## src/rtl/raddr_gen.sv

```systemverilog
// Strided memory address generator: latches a base/stride/length command and issues
// one request per beat, advancing on acknowledge. Define RADDR_GEN_MEMWRAP_EN to wrap addresses at DEPTH_MEM.
module raddr_gen #(
    parameter int WIDTH_DATA = 32,
    parameter int WIDTH_ADDR = 16,
    parameter int DEPTH_MEM  = 1024
) (
    input  logic                  clock,
    input  logic                  reset,
    input  logic                  I_Start,
    input  logic                  I_Clr,
    input  logic [WIDTH_DATA-1:0] I_RConfig,
    input  logic [WIDTH_DATA-1:0] I_Length,
    input  logic [WIDTH_DATA-1:0] I_Stride,
    input  logic [WIDTH_DATA-1:0] I_Base,
    input  logic                  I_Ack,
    output logic                  O_Req,
    output logic                  O_We,
    output logic [WIDTH_ADDR-1:0] O_Addr,
    output logic                  O_Busy,
    output logic                  O_Done
);

    if ((DEPTH_MEM < 1) || ((DEPTH_MEM & (DEPTH_MEM - 1)) != 0)) begin : g_bad_depth
        $error("raddr_gen: DEPTH_MEM must be a power of two");
    end

`ifdef RADDR_GEN_MEMWRAP_EN
    localparam logic [WIDTH_ADDR-1:0] ADDR_MASK = WIDTH_ADDR'(DEPTH_MEM - 1);
`else
    localparam logic [WIDTH_ADDR-1:0] ADDR_MASK = '1;
`endif

    typedef enum logic [1:0] {
        IDLE = 2'd0,
        RUN  = 2'd1,
        DONE = 2'd2
    } state_t;

    state_t                  state_q, state_d;
    logic [WIDTH_ADDR-1:0]   addr_q;
    logic [WIDTH_ADDR-1:0]   stride_q;
    logic [WIDTH_DATA-1:0]   count_q;
    logic                    we_q;
    logic                    desc_q;
    logic [WIDTH_ADDR-1:0]   addr_next;
    logic                    last_beat;

    // Upper command/config bits carry no meaning here.
    logic unused_cfg;
    assign unused_cfg = ^{I_RConfig, I_Stride, I_Base};

    assign addr_next = (desc_q ? (addr_q - stride_q) : (addr_q + stride_q)) & ADDR_MASK;
    assign last_beat = (count_q == WIDTH_DATA'(1));

    always_comb begin
        state_d = state_q;
        case (state_q)
            IDLE: if (I_Start) state_d = (I_Length == '0) ? DONE : RUN;
            RUN:  if (I_Ack && last_beat) state_d = DONE;
            DONE: state_d = IDLE;
            default: state_d = IDLE;
        endcase
        if (I_Clr) state_d = IDLE;
    end

    always_ff @(posedge clock or negedge reset) begin
        if (!reset) state_q <= IDLE;
        else        state_q <= state_d;
    end

    always_ff @(posedge clock or negedge reset) begin
        if (!reset) begin
            addr_q   <= '0;
            stride_q <= '0;
            count_q  <= '0;
            we_q     <= 1'b0;
            desc_q   <= 1'b0;
        end else if (I_Clr) begin
            count_q <= '0;
        end else begin
            case (state_q)
                IDLE: if (I_Start) begin
                    addr_q   <= I_Base[WIDTH_ADDR-1:0] & ADDR_MASK;
                    stride_q <= I_Stride[WIDTH_ADDR-1:0];
                    count_q  <= I_Length;
                    we_q     <= I_RConfig[0];
                    desc_q   <= I_RConfig[1];
                end
                RUN: if (I_Ack) begin
                    addr_q  <= addr_next;
                    count_q <= count_q - WIDTH_DATA'(1);
                end
                default: ;
            endcase
        end
    end

    assign O_Req  = (state_q == RUN);
    assign O_We   = (state_q == RUN) && we_q;
    assign O_Addr = addr_q;
    assign O_Busy = (state_q != IDLE);
    assign O_Done = (state_q == DONE);

endmodule

```

## config.mk

```make
export PLATFORM = sky130hd
export DESIGN_NAME = raddr_gen
export DESIGN_NICKNAME = d
export VERILOG_FILES = /design/src/rtl/raddr_gen.sv
export SDC_FILE = /design/constraint.sdc
export NUM_CORES = 1
export LEC_CHECK = 0
export BUFFER_PORTS_ARGS = -buffer_cell sky130_fd_sc_hd__buf_2
export CORE_UTILIZATION = 35
export CTS_BUF_LIST = sky130_fd_sc_hd__clkbuf_4 sky130_fd_sc_hd__clkbuf_8
export DETAILED_ROUTE_END_ITERATION = 12
export HOLD_SLACK_MARGIN = 0.15
export PLACE_DENSITY = 0.7
export SYNTH_ARGS = -nofsm -noshare
export SYNTH_HDL_FRONTEND = slang
export SYNTH_SLANG_ARGS = --single-unit
```

## constraint.sdc

```tcl
create_clock -name clock -period 3.12 [get_ports clock]
set_input_delay 0.156 -clock clock [delete_from_list [all_inputs] [get_ports clock]]
set_output_delay 0.156 -clock clock [all_outputs]
set_load 0.02 [all_outputs]
```

Word-level counts from Yosys, hierarchy flattened
Index checks and enable logic that the tools add are counted.
{"block": "op_classes", "n_reduce_logical": 11, "div_mod_pow": 0, "n_eq_ne": 8, "shifts": 0, "addsub": 3, "muxes": 13, "n_mul": 0, "order_cmp": 0, "n_bitwise": 1}
{"operator": "two-way mux 32 bit", "n": 3}
{"operator": "case mux 32 bit (2 select lines)", "n": 1}
{"operator": "two-way mux 16 bit", "n": 3}
{"operator": "== test 32 x 1 -> 1 bit, second input constant", "n": 1}
{"operator": "logical NOT 32 bit", "n": 1}
{"operator": "case mux 16 bit (2 select lines)", "n": 1}
{"operator": "subtractor 32 x 1 -> 32 bit, second input constant", "n": 1}
{"operator": "adder 16 bit", "n": 1}
{"operator": "subtractor 16 bit", "n": 1}
{"operator": "two-way mux 2 bit", "n": 4}
{"operator": "!= test 3 bit, second input constant", "n": 2}
{"operator": "AND reduction 3 bit", "n": 2}
{"operator": "!= test 2 bit, second input constant", "n": 2}
{"operator": "case mux 2 bit (2 select lines)", "n": 1}
{"operator": "AND reduction 4 bit", "n": 1}
{"operator": "nonzero test 2 bit", "n": 2}
{"operator": "!= test 3 x 2 -> 1 bit, second input constant", "n": 1}
{"operator": "nonzero test 3 bit", "n": 1}
{"operator": "== test 2 x 1 -> 1 bit, second input constant", "n": 1}
{"operator": "== test 2 bit, second input constant", "n": 1}
{"operator": "logical AND 1 bit", "n": 2}
{"operator": "logical NOT 2 bit", "n": 1}
{"operator": "AND reduction 2 bit", "n": 1}
{"operator": "NOT 1 bit", "n": 1}
{"block": "totals", "out_inout_bits": 20, "ff_bits": 68, "latchBits": 0, "elab_cells": 42, "mem_count": 0, "rom_bits": 0, "mem_bits_rw": 0, "inputBits": 133}

Longest topological paths before layout
{"block": "logic_depth", "word_depth": 5, "ltp_mapped": 14, "ltp_nobuf": 13}

Worst setup path after synthesis
OpenSTA, ideal clock, no wires.
{"block": "synth_path", "path_type": "register to register", "from": "register stride_q[6]", "to": "register addr_q[14], in the netlist O_Addr[14]", "stages_incl_launch_ff": 13, "t_required_ns": 2.992, "setup_slack_ns": 0.016, "synth_period_minus_slack_ns": 3.104, "setup_ns": 0.128, "arrival_ns": 2.976, "n_path_buf": 1, "cell_sequence": "dfrtp_1 -> or4_1 -> nor3b_1 -> a21oi_1 -> xnor2_1 -> ha_1 -> clkbuf_1 -> a21oi_1 -> o21ai_0 -> a2111o_1 -> a31o_2 -> mux2i_1 -> nand3_1"}
{"block": "synth_between", "elab_chain_len": 4, "elab_cells_between_ends": 5, "cone_classes": "add/sub: 2; mux: 3"}
{"item": "start: declaration", "line_no": "42", "text": "logic [WIDTH_ADDR-1:0] stride_q;"}
{"item": "start signal: assignment", "line_no": "85", "text": "stride_q <= I_Stride[WIDTH_ADDR-1:0];"}
{"item": "adder 16 bit / subtractor 16 bit (equally long branches)", "line_no": "53", "text": "assign addr_next = (desc_q ? (addr_q - stride_q) : (addr_q + stride_q)) & ADDR_MASK;"}
{"item": "two-way mux 16 bit *", "line_no": "53"}
{"item": "two-way mux 16 bit *", "line_no": "90", "text": "RUN: if (I_Ack) begin"}
{"item": "case mux 16 bit (2 select lines) *", "line_no": "82", "text": "case (state_q)"}
{"item": "end signal: assignment", "line_no": "84", "text": "addr_q <= I_Base[WIDTH_ADDR-1:0] & ADDR_MASK;"}
{"item": "end signal: assignment", "line_no": "91", "text": "addr_q <= addr_next;"}
{"item": "end: declaration", "line_no": "41", "text": "logic [WIDTH_ADDR-1:0] addr_q;"}
Every way passes the cells marked *; elsewhere a longest branch is shown, timed or not. The select of a mux whose other input is x is not followed.
A chain may end at the register's enable or synchronous reset.

Final worst setup path
Same ends and word-level chain as after synthesis.

==> results.py <==
metrics = {
    "finish": {
        "nets": 875,
        "n_antenna_cell": 0,
        "drive_gt1_share_pct": 23.7,
        "fillCellCount": 1291,
        "ff_latch_area_sq_um": 1700,
        "syn2layout_area_growth_pct": 29.8,
        "final_common_cell": "buf_2",
        "stdcell_area_sq_um": 6200,
        "final_cell_mix": "90 x buf_2, 68 x dfrtp_1, 67 x nor2_1, 59 x nand2_1, 56 x a21oi_1",
        "multiInputGateArea_sq_um": 2890,
    },
    "synthesis": {
        "syn_inst": 587,
        "synthFlopType": "dfrtp_1",
        "yosysSeqAreaShare_pct": 35.6,
        "synth_nets": 739,
        "synth_cell_types": 61,
        "synth_edf_count": 0,
        "synth_top_area_share_pct": 35.6,
        "yosysTopAreaCell": "dfrtp_1",
        "netlist_area_sq_um": 4780,
        "synth_warnings": 0,
        "synth.avg_cell_area_sq_um": 8.14,
        "ys_ff_latch": 68,
        "synthTopCellsByArea": "dfrtp_1 36%, a21oi_1 6.1%, nor2_1 5.3%",
        "ys_async_sr_fraction_pct": 100,
    },
    "worst_setup_path": {
        "slowest_delay_ps": 570,
        "timing.critical_path.buf_inv": 1,
        "cpLargestDelayFamily": "simple AND/OR/NAND/NOR gates",
        "cp-start-kind": "flip-flop",
        "worstSetupPathType": "reg2reg",
        "crit_arrival_ps": 3350,
        "cp_slowest_cell": "or4_4",
        "crit_required_ps": 3360,
        "path_cells": "or4_4 > nor3_1 > buf_4 > nor2_1 > xnor2_1 > ha_1 > nand3_1 > o21ai_1 > a2111o_1 > a31o_2 > mux2i_1 > nand3_1",
        "critPathMaxFanout": 4,
        "path_common_cell": "nand3_1",
        "cp-end-kind": "flip-flop",
    },
    "clock_network": {
        "htreeDepth": 3,
        "insertion_delay_ps": 350,
        "cts_sinks": 68,
        "clk_pin_slew_ps": 80,
        "cts_buffers": 9,
        "cts-root-buf": "clkbuf_8",
        "clockBufferDepth": 2,
        "cts_tree": "built",
    },
    "grt": {
        "grt_pass1_vias": 4676,
        "grt_antenna_before_repair": 0,
        "grt_use_total_pct": 20.3,
        "grt_pass1_wl_mm": 23.0,
        "grt_max_degree": 79,
        "overflow": 0,
    },
    "timing": {
        "fin_skew_ps": 10.6,
        "worst_slew_pin_slew_ps": 811,
        "fmax_mhz": 322,
        "timing.final.crit_period_ps": 3110,
        "finalHoldViolCount": 0,
        "slew_headroom_pct": 45.9,
        "setup_violations": 0,
        "fin_crit_sh_pct": 99.6,
        "drv_slew": 0,
        "rsz0062_at_grt": "yes",
    },
    "routing": {
        "wl_mm": 14.2,
        "drc_errors": 0,
        "drtAntennaViolNets": 0,
        "vias": 4929,
        "via_per_inst": 5.46,
        "first_pass_iters": 7,
        "first_iter_violations": 410,
        "wl_per_cell_um": 15.7,
    },
    "power": {
        "p_per_area_nw_per_um2": 718,
        "leakage_uw": 0.00270,
        "power.total_uw": 4450,
        "peakVddDrop_v": 0.000349,
    },
    "hold_path": {
        "hp-class": "in2reg",
    },
    "flow_run": {
        "maxCapViolations": 0,
    },
    "placement": {
        "io_buffers": 90,
        "hpwl_mm": 9.70,
        "post_dp_cell_area_sq_um": 5510,
        "place_congestion": 0.836,
    },
    "die": {
        "core_sq_um": 13300,
        "die-width_um": 119,
        "fp.dieH_um": 119,
        "row_count": 42,
        "dieArea_sq_um": 14100,
        "pin_count": 153,
        "start_util_pct": 35.9,
    },
    "run_status": {
        "outcome": "finished clean",
    },
}
==> cell usage after synthesis (all sizes together) (2+ instances only) <==
| cell | n |
|---|---|
| o21bai | 3 |
| a21oi | 58 |
| a31oi | 11 |
| a22oi | 5 |
| xnor2 | 24 |
| ha | 18 |
| nand3 | 14 |
| nand2 | 59 |
| o32ai | 4 |
| o21ai | 50 |
| nor3b | 3 |
| mux2i | 6 |
| or4 | 8 |
| nand3b | 2 |
| o31ai | 4 |
| inv | 14 |
| nor3 | 23 |
| dfrtp | 68 |
| a21o | 3 |
| a211oi | 13 |
| nor4 | 19 |
| and3 | 7 |
| nand2b | 5 |
| or3 | 5 |
| nand4 | 10 |
| or2 | 4 |
| buf | 5 |
| xor2 | 2 |
| a2bb2oi | 2 |
| clkbuf | 32 |
| o22ai | 6 |
| mux2 | 14 |
| nor2 | 68 |
==> worst paths after layout <==
| path | cells past startpoint | end | start | slack, ps |
|---|---|---|---|---|
| min reg2reg | 1 | we_q$_DFFE_PN0P_ | we_q$_DFFE_PN0P_ | 500 |
| max reg2reg | 12 | O_Addr[14]$_DFFE_PN0P_ | stride_q[6]$_DFFE_PN0P_ | 10 |
| max | 12 | O_Addr[14]$_DFFE_PN0P_ | stride_q[6]$_DFFE_PN0P_ | 10 |
| min in group asynchronous | 2 | count_q[0]$_DFFE_PN0P_ | reset | 420 |
| min | 3 | count_q[5]$_DFFE_PN0P_ | I_Length[5] | 160 |
| max in group asynchronous | 3 | stride_q[10]$_DFFE_PN0P_ | reset | 2010 |
==> worst register-to-register path, delay by kind of cell (launching register included) <==
family,cells,cell delay (ps)
AO/OA/AOI/OAI,3,760
AND/OR/NAND/NOR,5,1010
XOR/XNOR,1,220
multiplexers,1,150
buffers and inverters,1,170
adder cells (fa/ha/maj),1,290
flip-flops,1,400
==> layout make-up <==
type | count | area share, %
Clock buffer | 14 | 2.91
Clock inverter | 1 | 0.484
Inverter | 14 | 0.848
Multi-Input combinational cell | 467 | 46.6
Sequential cell | 68 | 27.5
Tap cell | 176 | 3.55
Timing Repair Buffer | 163 | 18.1
==> power breakdown <==
| group | internal (uW) | leakage, uW | switching, uW | total [uW] |
|---|---|---|---|---|
| Combinational | 1090 | 0.00174 | 1330 | 2410 |
| Clock | 450 | 0.000110 | 349 | 799 |
| Sequential | 1050 | 0.000852 | 189 | 1240 |
==> logic make-up after synthesis <==
| family | after synthesis | share of synthesized area (%) |
|---|---|---|
| compound gates | 170 | 21.2 |
| xor+xnor | 26 | 4.77 |
| fa+ha+maj | 19 | 5.14 |
| buf+inv | 52 | 4.43 |
| flops | 68 | 35.6 |
| mux | 20 | 4.56 |
| simple gates | 232 | 24.3 |
==> flip-flops by register name (all words and copies together) (netlist names) <==
name      cells
we_q          1
state_q       2
desc_q        1
O_Addr       16
count_q      32
stride_q     16
==> per-stage QoR <==
step / hold slack, ps / utilization, % / TNS [ps] / std cells / setup WS (ps)
after floorplan: -140 / - / 0 / 587 / 15.8
after global placement: 289 / 41.4 / 0 / 842 / 63.5
after detailed placement: 292 / 41.4 / 0 / 842 / 67.7
after CTS: 152 / 46.4 / 0 / 902 / 38.8
after global routing: 163 / 46.6 / -292 / 903 / -112
final: 157 / 46.6 / 0 / 903 / 12.2
==> repair_timing <==
item                       4_1_cts  5_1_grt
hold buffers                    45        0
gates resized for setup          0        8
setup endpoints to repair        0        6
setup buffers                    0        1
hold endpoints to repair        75        0
==> routing by layer <==
metal / part of all wire, % / global-route usage (%) / up-vias / wire, um
li1: - / - / 2414 / -
met2: 47 / 33.3 / 119 / 6690
met4: 1.7 / 6.57 / 0 / 242
met5: 0 / 0 / - / 0
met1: 47 / 27.6 / 2375 / 6590
met3: 4.4 / 2.92 / 21 / 628
(Power assumes the default switching activity.)
